`src/rtl/rng_sample_pool.sv`:
```
// rng_sample_pool: repetition-count health test on RNG samples, FWFT pool of passing samples, sticky alarm
// Ports:
//   clk_i, rst_i (sync, active-high)
//   sample_i / sample_valid_i : raw 64-bit samples with one-cycle strobe
//   alarm_clr_i               : leaves ALARM for a fresh warm-up
//   rd_ready_i / rd_valid_o / rd_data_o : reader handshake on the FIFO head
//   fill_o                    : FIFO occupancy
//   alarm_o                   : sticky health-test failure
//   drop_o                    : pulse when a passing sample found the FIFO full
// Optional RNG_POOL_STATS_EN adds stat_accept_o (pushes) and stat_fail_o (RCT failures), saturating.
module rng_sample_pool #(
  parameter int DEPTH      = 8,
  parameter int RCT_CUTOFF = 3,
  parameter int WARMUP_N   = 4
) (
  input  logic                       clk_i,
  input  logic                       rst_i,
  input  logic [63:0]                sample_i,
  input  logic                       sample_valid_i,
  input  logic                       alarm_clr_i,
  input  logic                       rd_ready_i,
  output logic [63:0]                rd_data_o,
  output logic                       rd_valid_o,
  output logic [$clog2(DEPTH):0]     fill_o,
  output logic                       alarm_o,
  output logic                       drop_o
`ifdef RNG_POOL_STATS_EN
  ,
  output logic [31:0]                stat_accept_o,
  output logic [15:0]                stat_fail_o
`endif
);
  localparam int AW = $clog2(DEPTH);
  localparam int FW = AW + 1;
  localparam int RW = $clog2(RCT_CUTOFF + 1);
  localparam int WW = $clog2(WARMUP_N + 1);
  localparam logic [FW-1:0] FULL = FW'(DEPTH);
  localparam logic [RW-1:0] CUT = RW'(RCT_CUTOFF);
  localparam logic [WW-1:0] WLAST = WW'(WARMUP_N - 1);
  localparam logic [1:0] S_WARMUP = 2'd0;
  localparam logic [1:0] S_RUN    = 2'd1;
  localparam logic [1:0] S_ALARM  = 2'd2;
  logic [1:0] state;
  logic [63:0] mem [DEPTH];
  logic [AW-1:0] wr_ptr, rd_ptr, rd_nxt;
  logic [FW-1:0] fill_nxt;
  logic [RW-1:0] rep_cnt, rep_nxt;
  logic [WW-1:0] warm_cnt;
  logic [63:0] last, head_nxt;
  logic track, fail, pop, push, drop, full, load, warm_last;
  always_comb begin
    track = sample_valid_i && state != S_ALARM;
    rep_nxt = (rep_cnt != '0 && sample_i == last) ? rep_cnt + RW'(1) : RW'(1);
    fail = track && rep_nxt == CUT;
    rd_valid_o = fill_o != '0 && state != S_ALARM;
    pop = rd_valid_o && rd_ready_i;
    full = fill_o == FULL;
    push = track && state == S_RUN && !fail && (!full || pop);
    drop = track && state == S_RUN && !fail && full && !pop;
    rd_nxt = rd_ptr + AW'(pop);
    fill_nxt = fill_o + FW'(push) - FW'(pop);
    head_nxt = (push && wr_ptr == rd_nxt) ? sample_i : mem[rd_nxt];
    load = fill_nxt != '0 && (pop || fill_o == '0);
    warm_last = warm_cnt == WLAST;
  end
  always_ff @(posedge clk_i)
    if (push) mem[wr_ptr] <= sample_i;
  always_ff @(posedge clk_i) begin
    if (rst_i) begin
      state <= S_WARMUP;
      wr_ptr <= '0;
      rd_ptr <= '0;
      fill_o <= '0;
      rd_data_o <= '0;
      alarm_o <= 1'b0;
      drop_o <= 1'b0;
      warm_cnt <= '0;
      rep_cnt <= '0;
      last <= '0;
    end else begin
      drop_o <= drop;
      if (track) begin
        rep_cnt <= rep_nxt;
        last <= sample_i;
      end
      if (state == S_ALARM) begin
        if (alarm_clr_i) begin
          state <= S_WARMUP;
          alarm_o <= 1'b0;
          warm_cnt <= '0;
          rep_cnt <= '0;
        end
      end else if (fail) begin
        state <= S_ALARM;
        alarm_o <= 1'b1;
        fill_o <= '0;
        rd_ptr <= '0;
        wr_ptr <= '0;
      end else begin
        if (state == S_WARMUP && sample_valid_i) begin
          warm_cnt <= warm_last ? '0 : warm_cnt + WW'(1);
          state <= warm_last ? S_RUN : S_WARMUP;
        end
        wr_ptr <= wr_ptr + AW'(push);
        rd_ptr <= rd_nxt;
        fill_o <= fill_nxt;
        if (load) rd_data_o <= head_nxt;
      end
    end
  end
`ifdef RNG_POOL_STATS_EN
  always_ff @(posedge clk_i) begin
    if (rst_i) begin
      stat_accept_o <= '0;
      stat_fail_o <= '0;
    end else begin
      if (push && stat_accept_o != '1) stat_accept_o <= stat_accept_o + 32'd1;
      if (fail && stat_fail_o != '1) stat_fail_o <= stat_fail_o + 16'd1;
    end
  end
`endif
endmodule

```
`config.mk`:
```
export PLATFORM = sky130hd
export DESIGN_NAME = rng_sample_pool
export DESIGN_NICKNAME = d
export VERILOG_FILES = /design/src/rtl/rng_sample_pool.sv
export SDC_FILE = /design/constraint.sdc
export NUM_CORES = 1
export LEC_CHECK = 0
export ABC_CLOCK_PERIOD_IN_PS = 6200
export CORE_ASPECT_RATIO = 0.6
export CORE_MARGIN = 4
export CORE_UTILIZATION = 40
export DETAILED_ROUTE_END_ITERATION = 8
export GPL_ROUTABILITY_DRIVEN = 0
export HOLD_SLACK_MARGIN = 0.02
export PLACE_DENSITY = 0.53
export SYNTH_ARGS = -nofsm -noshare
export SYNTH_HDL_FRONTEND = slang
export SYNTH_SLANG_ARGS = --single-unit
```
`constraint.sdc`:
```
create_clock -name clk_i -period 6.2 [get_ports clk_i]
set_clock_uncertainty 0.1 [all_clocks]
set_input_delay 1.24 -clock clk_i [delete_from_list [all_inputs] [get_ports clk_i]]
set_output_delay 1.24 -clock clk_i [all_outputs]
set_load 0.01 [all_outputs]
```
==> results list, run 1 <==
- STA puts the critical path data arrival time at 6.14 ns.
* Pin count of the biggest net entering global routing: 130
* Post-CTS Setup Inserts: 0
- Height of the die: 206.6 um
* Number of different library cells in the post-synthesis netlist: 52
* Slew headroom: 24.23%
* Maximum count of clock buffers along a single path: 3
- Area growth, synth to finish: 19.07%
- Average wire length per cell after detail routing: 26.31 um
- The tool flagged a number of max-cap violations equal to 0.
* Vias: 15220
* Sequential group share of total power: 40.3%
- Initial antenna violation count: 3
* Clock edge transition at the registers on the reported setup and hold paths: 0.06 ns
- Global routing met2 resource utilization: 30.70%
* Clock power share: 30.5%
- Placed wire-length estimate after detailed placement: 41830 um
- Number of port buffers: 139
- In this run, synthesis inferred 512 flip-flops with an integrated enable.
- Global routing consumed, on the met3 layer, 4.226% of the routing resources.
* Kind of critical path: input pin to flop
- On the final layout, the worst hold slack is 0.3659 ns.
* Total nets after synthesis: 1681
* Via-per-instance ratio: 5.651
- Of the cells placed in the final design, the portion with a size suffix greater than 1 is 18.45%.
- DRT Wirelength: 70880 um
* Status: finished, final reports clean
- Worst-path cell chain: clkdlybuf4s50_1 -> xnor2_1 -> nand4_1 -> nor4_1 -> nand4_1 -> or4_1 -> a31oi_1 -> a21o_1 -> ha_1 -> inv_1 -> fa_1 -> nor2b_1 -> a311o_1 -> nor3_4 -> buf_12 -> a32o_1
* Number of pins with negative max-slew slack in the final report: 0
- For this run, design rule violations remaining after detail routing come to 0.
- Summed over all layers, the global routing overflow is 0.
- Hold Crit Class: flop to flop
* CTS tree: built
* Layer with the highest usage: met2
- In this run the clock root is driven by a clkbuf_16.
* Nets: 1872
- STA classifies the critical path startpoint as an input pin.
- The smallest clock period supported by the final layout is computed as 5.677 ns.
- The floorplan step set the die width to 338.9 um.
* Setup repair after global routing missed its margin: no
- Kind of capture point of the worst setup path: flop
* Initial standard-cell utilization of the core: 40.58%
- Site Rows: 72
- Maximum vdd drop: 0.3760 mV
- For this design, the sink count on the clock tree is 659.
* Average size of a mapped cell: 16.43 um^2
* Initial detailed-routing violation count: 1323
- DRT Pass-1 Iters: 5
- Wire length of the first global-routing pass: 104200 um
- In the synthesized netlist the dominant register cell turns out to be edfxtp_1.
- The via count of the first global-routing pass was 15150.
- Portion of total power attributed to combinational logic: 29.2%
- 0 antenna diodes ended up in the layout.
* Number of synthesized register bits: 659
- The hold violation total from the final report came to 0.
- Slowest-stage cell, CP: or4_1
- In the global route stage, overall resource usage came out at 20.14%.
- Power spread over the standard cell area amounts to 404.6 mW/mm^2.
- For this design the top-level I/O count stands at 140.
- Area of the core: 0.06477 mm^2
- Clock network latency to the later pin of the worst-skew pair: 0.64 ns
- Fillcell total: 5443
- Cts hold-fix bufs: 0
- Met1 track demand over resource in global routing: 30.09%
- Most Frequent Cell on Critical Path: nand4_1
- Cell internal power was estimated by the tool at 9.107 mW.
* Count of non-filler cells in the finished layout: 2694
- Summed over all nets, the switching power comes to 3.554 mW.
- The H-tree was split into 2 levels.
- The detail route stage leaves a number of antenna-violating nets equal to 0.
- Counting every instance in the synthesized netlist gives 1600.
- Slew @ Worst Pin: 1.137 ns
- Final setup violating endpoints: 0
- TritonCTS created 60 clock buffers.
* CP required: 6.66 ns
- Fraction of the yosys area taken by sequential cells: 69.70%
- Of all nets on the critical path, the largest fanout is 34.
- Dividing the final minimum period by the clock period gives 91.56%.
- The largest single stage delay on the critical path is 0.62 ns.
- Share of synthesized flip-flops with an asynchronous set or reset: 0%
- Post-synthesis instance area: 0.02628 mm^2
- Number of resized instances in the post-cts repair step: 0
* Setup_tns: 0 ns
* Leakage Power: 9.864 nW
- After detailed placement, the design holds a cell count of 2580.
- Die Area: 0.07000 mm^2
* Synth warn: 0
- Based on the critical path, the design can be clocked at up to 176.2 MHz.
* Switching part of the total: 28.07%
[synth_stat cells (all sizes together) (2+ instances only)]
master,instances,area (um^2)
edfxtp,512,15370
dfxtp,147,2943
nand2,147,559.3
mux4,128,2883
a21oi,79,395.4
clkbuf,76,285.3
o21ai,66,330.3
a32o,64,640.6
mux2i,64,640.6
or3,64,400.4
xnor2,48,420.4
buf,32,241.5
nand4,27,168.9
nand2b,21,131.4
inv,19,71.32
nand3,16,80.08
ha,11,137.6
nor4,11,75.07
nor2,10,37.54
nor3,8,45.04
xor2,8,70.07
a22oi,4,30.03
nor2b,4,25.02
a21o,3,22.52
and3,3,18.77
nand4b,3,26.28
o22ai,3,18.77
a211oi,2,15.01
a221oi,2,17.52
a31oi,2,12.51
and2,2,12.51
and3b,2,17.52
and4b,2,20.02
[cell usage in the layout, fill, tap and decap left out, types with 4 or more instances in the layout]
cell type          n
a21oi_1           79
inv_1             19
or3_1             64
buf_12            16
a22oi_1            4
o21ai_0           62
clkbuf_8           8
nor2b_1            4
bufinv_16          6
dfxtp_1          147
a32o_1            64
nor4_1            10
mux2i_1           64
nand2_1          146
nand2b_1          21
o21ai_1            4
clkbuf_1          11
edfxtp_1         512
clkinv_2          10
xor2_1             7
clkbuf_16         63
mux4_2           128
nor2_1            10
nand3_1           15
ha_1               9
clkdlybuf4s50_1  138
nor3_1             7
clkinv_1           9
buf_4             82
nand4_1           27
xnor2_1           48
[registers in the layout, indices dropped and copies added, names as in the netlist]
register and flops:
mem 512, last 64, rd_data_o 64, fill_o 4, rd_ptr 3, warm_cnt 3, wr_ptr 3, rep_cnt 2
state 2, alarm_o 1, drop_o 1
[area by class of cell]
cell class	count	area, um^2	share of cell area, %
multi-input combinational	814	7458	23.83
clock inverter	32	331.6	1.060
timing repair buffer	237	2322	7.421
clock buffer	82	1728	5.522
tap	851	1065	3.402
sequential	659	18320	58.53
inverter	19	71.32	0.2279
[layer usage]
metal	part of all wire (%)	vias to the layer above
li1	-	6708
met1	47	7935
met2	45	486
met3	7.0	89
met4	1.6	6
met5	0.041	-
[kinds of logic after synthesis]
logic type      Yosys count  share of synthesized area [%]
flops                   659                          69.70
simple gates            326                          6.370
compound gates          227                          5.742
mux                     193                          13.45
buf+inv                 127                          2.276
xor+xnor                 56                          1.866
fa+ha+maj                12                         0.5999
[metrics by stage]
stage | utilization [%] | power (mW) | setup slack [ns] | instance area [um^2]
after global routing | 48.31 | 13.30 | 0.3436 | 31290
after CTS | 48.31 | 12.84 | 0.6287 | 31290
after global placement | 45.13 | 8.944 | 0.1115 | 29230
after floorplan | - | 7.728 | 1.265 | 26280
final | 48.31 | 12.66 | 0.5234 | 31290
after detailed placement | 45.13 | 8.973 | -0.01006 | 29230
[critical path: cells and delay by family]
| family | cells | cell delay (ns) |
|---|---|---|
| simple gates | 6 | 1.84 |
| compound gates | 4 | 0.97 |
| fa+ha+maj | 2 | 0.63 |
| xor+xnor | 1 | 0.50 |
| buf+inv | 3 | 0.89 |
[power groups by stage]
stage	clock network [mW]	logic, mW	registers [mW]
after floorplan	0	2.53	5.20
after global placement	0	3.73	5.21
after detailed placement	0	3.76	5.21
after CTS	3.95	3.77	5.12
after global routing	4.16	4.01	5.12
final	3.86	3.70	5.11
[worst paths after layout]
path	from	end	slack (ns)	cells after the start
max	sample_i[9]	rd_data_o[38]	0.52	16
min	last[18]	last[18]	0.37	2
max reg2reg	last[19]	rd_data_o[38]	1.43	15
min reg2reg	last[18]	last[18]	0.37	2
Note: power is estimated with default switching activity, not from simulation.
==> run 2, diff against run 1 <==
GPL_TIMING_DRIVEN = 0   (was default)
==> results list, run 2 (same netlist as run 1, synthesis figures left out) <==
- Status: finished, final reports clean
- Max reg flops: 512 (unchanged)
* Capture point of the critical path: rd_data_o[56]
* Overall overflow remaining after global route: 0 (unchanged)
- Slowest-stage cell, CP: clkdlybuf4s50_1
* Site Rows: 72 (unchanged)
- DRT Pass-1 Iters: 5 (unchanged)
- Post-route fraction of the period consumed by the critical path: 96.08% (+4.5 points)
* Setup slack of the most critical reg-to-reg path: 1.11 ns (-0.32 ns)
* CP Launch Type: input pin
- Maximum cell stage delay along the critical path: 0.66 ns (+0.04 ns)
- Initial detailed-routing violation count: 1485 (+12%)
- The final-report setup violation count came to 0 (unchanged).
- The total power of the final layout is 12.58 mW (-0.65%).
- The final setup slack of the worst path was 0.2430 ns (-0.2803 ns).
* Clock period minus final worst setup slack: 5.957 ns (+0.2803 ns)
- Start of the worst register-to-register path: state[0]
- Kind of critical path: input pin to flop
* Largest reg by FF count: mem
- The worst slew margin relative to its limit was 14.28% (-9.9 points).
* Via-per-instance ratio: 5.640 (-0.19%)
* Number of maximum-capacitance constraint violations: 0 (unchanged)
- The via count of the first global-routing pass is 15380 (+1.5%).
* Sink count of the clock tree: 659 (unchanged)
- The number of placed I/O pins was 140 (unchanged).
- Power density normalized to cell area: 401.7 mW/mm^2 (-0.72%)
- Timing startpoint of the critical path: sample_i[12]
* Hold depth: 2 (unchanged)
* Layout cell share with drive strength beyond 1: 16.74% (-1.7 points)
- Critical Path Fanout Max: 11 (-68%)
- The leakage power of the design is 10.10 nW (+2.4%).
* Area growth, synth to finish: 19.16% (about the same)
* CTS tree: built
- The routed length per instance came to 25.84 um (-1.8%).
- Clock edge transition at the registers on the reported setup and hold paths: 0.06 ns (about the same)
- Die Area: 0.07000 mm^2 (unchanged)
* Hold Crit Class: flop to flop
* Maximum count of clock buffers along a single path: 3 (unchanged)
* Initial standard-cell utilization of the core: 40.58% (unchanged)
- The library cells used most frequently in the layout, excluding fill and tap cells, are edfxtp_1, dfxtp_1, nand2_1.
- The critical path required time is 6.66 ns (about the same).
- The largest registers in the layout are mem: 512 flops, last: 64 flops, rd_data_o: 64 flops.
* Worst hold margin: 0.3659 ns (-0.00007600 ns)
* R2R Path End: rd_data_o[56]
- CTS placed an instance of clkbuf_16 at the clock tree root.
- Placed wire-length estimate after detailed placement: 45600 um (+9.0%)
* GRT Util Overall: 19.91% (-0.23 points)
- Num CTS Buffers: 61 (+1.7%)
- Worst Path Buf+Inv: 7 (+4)
- Worst slack after detailed placement: -1.083 ns (-1.073 ns)
- Vias: 15320 (+0.62%)
- The total count of max-transition violations in the final report came to 0 (unchanged).
* DRT Wirelength: 70180 um (-0.99%)
* Nets: 1895 (+1.2%)
- Setup repair after global routing missed its margin: no
- Among cell families on the critical path, the largest total delay comes from buffers and inverters.
- The level count of the clock H-tree came to 2 (unchanged).
* Path depth of the worst reg2reg path: 20 (+5)
* Hold Fails Final Rpt: 0 (unchanged)
- The count of input and output buffers is 139 (unchanged).
* DRC violation count after routing: 0 (unchanged)
- Height of the die: 206.6 um (unchanged)
- Traced cell by cell, the critical path runs through clkdlybuf4s50_1 -> xnor2_1 -> nand2_1 -> nor4_1 -> nand4_1 -> nor4_4 -> buf_6 -> buf_12 -> buf_8 -> nor3_1 -> a21o_1 -> ha_1 -> inv_1 -> fa_1 -> nor2b_1 -> a311o_1 -> nor3_4 -> buf_4 -> buf_2 -> a32o_1.
- The count of antenna-violating nets left after detailed routing came to 0 (unchanged).
- Count of non-filler cells in the finished layout: 2716 (+0.82%)
- Area of the core: 0.06477 mm^2 (unchanged)
* Clock network latency to the later pin of the worst-skew pair: 0.63 ns (about the same)
- The worst supply voltage drop on vdd was 0.2445 mV (-35%).
* Initial antenna violation count: 7 (+4)
* Total instance count after detailed placement: 2600 (+0.78%)
* Wire length of the first global-routing pass: 102600 um (-1.5%)
* Slew @ Worst Pin: 1.286 ns (+0.1492 ns)
* Worst path arrival time: 6.42 ns (+0.28 ns)
* Die Wd: 338.9 um (unchanged)
* Most common cell after layout, fill and taps aside: edfxtp_1
- STA classifies the critical path endpoint as a flop.
* Fillcell total: 5482 (+0.72%)
* Highest clock frequency the design can meet: 167.9 MHz (-4.7%)
* Number of logic stages on the critical path including buffering: 20 (+4)
* Pin count of the biggest net entering global routing: 44 (-66%)
[run 2: worst min path at each step]
stage                        from  slack (ns)             to
floorplan               rd_ptr[0]        0.34      rd_ptr[0]
global placement        rd_ptr[0]        0.35      rd_ptr[0]
detailed placement      rd_ptr[0]        0.35      rd_ptr[0]
CTS                     rd_ptr[0]        0.36      rd_ptr[0]
global route        rd_data_o[36]        0.38  rd_data_o[36]
finish                   last[12]        0.37       last[12]
[run 2: final cells by class]
class	count	area [um^2]	area share [%]
diodes	1	2.502	0.007991
plain buffers	108	530.5	1.694
clock buffers	85	1719	5.490
clock inverters	28	221.5	0.7072
inverters	19	71.32	0.2277
multi-input cells	814	7659	24.46
flip-flops and latches	659	18320	58.49
well taps	851	1065	3.400
repair buffers	151	1730	5.526
[run 2: per-layer routing]
layer  global-route usage (%)  up-vias  wire [um]
met2                    30.77      440      31350
met4                    3.913        2       1030
met1                    30.18     8031      33900
met5                        0        -         13
met3                    3.165       95       3883
li1                         -     6751          -
[run 2: metrics by stage]
stage,cell area (um^2),TNS (ns),utilization (%)
2_1_floorplan,26280,0,-
3_3_place_gp,28740,-868.36,44.37
3_5_place_dp,29020,-63.68,44.81
4_1_cts,31070,0,47.97
5_1_grt,31310,0,48.34
6_report,31320,0,48.35
[run 2: report_power, final]
group / internal [mW] / leakage (nW) / switching, mW
registers: 4.95 / 5.81 / 0.142
clock network: 2.05 / 0.958 / 1.63
logic: 1.93 / 3.33 / 1.87
total: 8.93 / 10.1 / 3.65
[run 2: timing repair]
item	CTS	global route
gates resized for setup	17	53
hold buffers	0	0
pin swaps	1	1
buffers inserted	1	1
setup endpoints to repair	64	64
[run 2: tightest hold or removal path, stage by stage (launching register included)]
cell and delay, ns:
dfxtp_1 0.32, nand2_1 0.05, a21oi_1 0.05
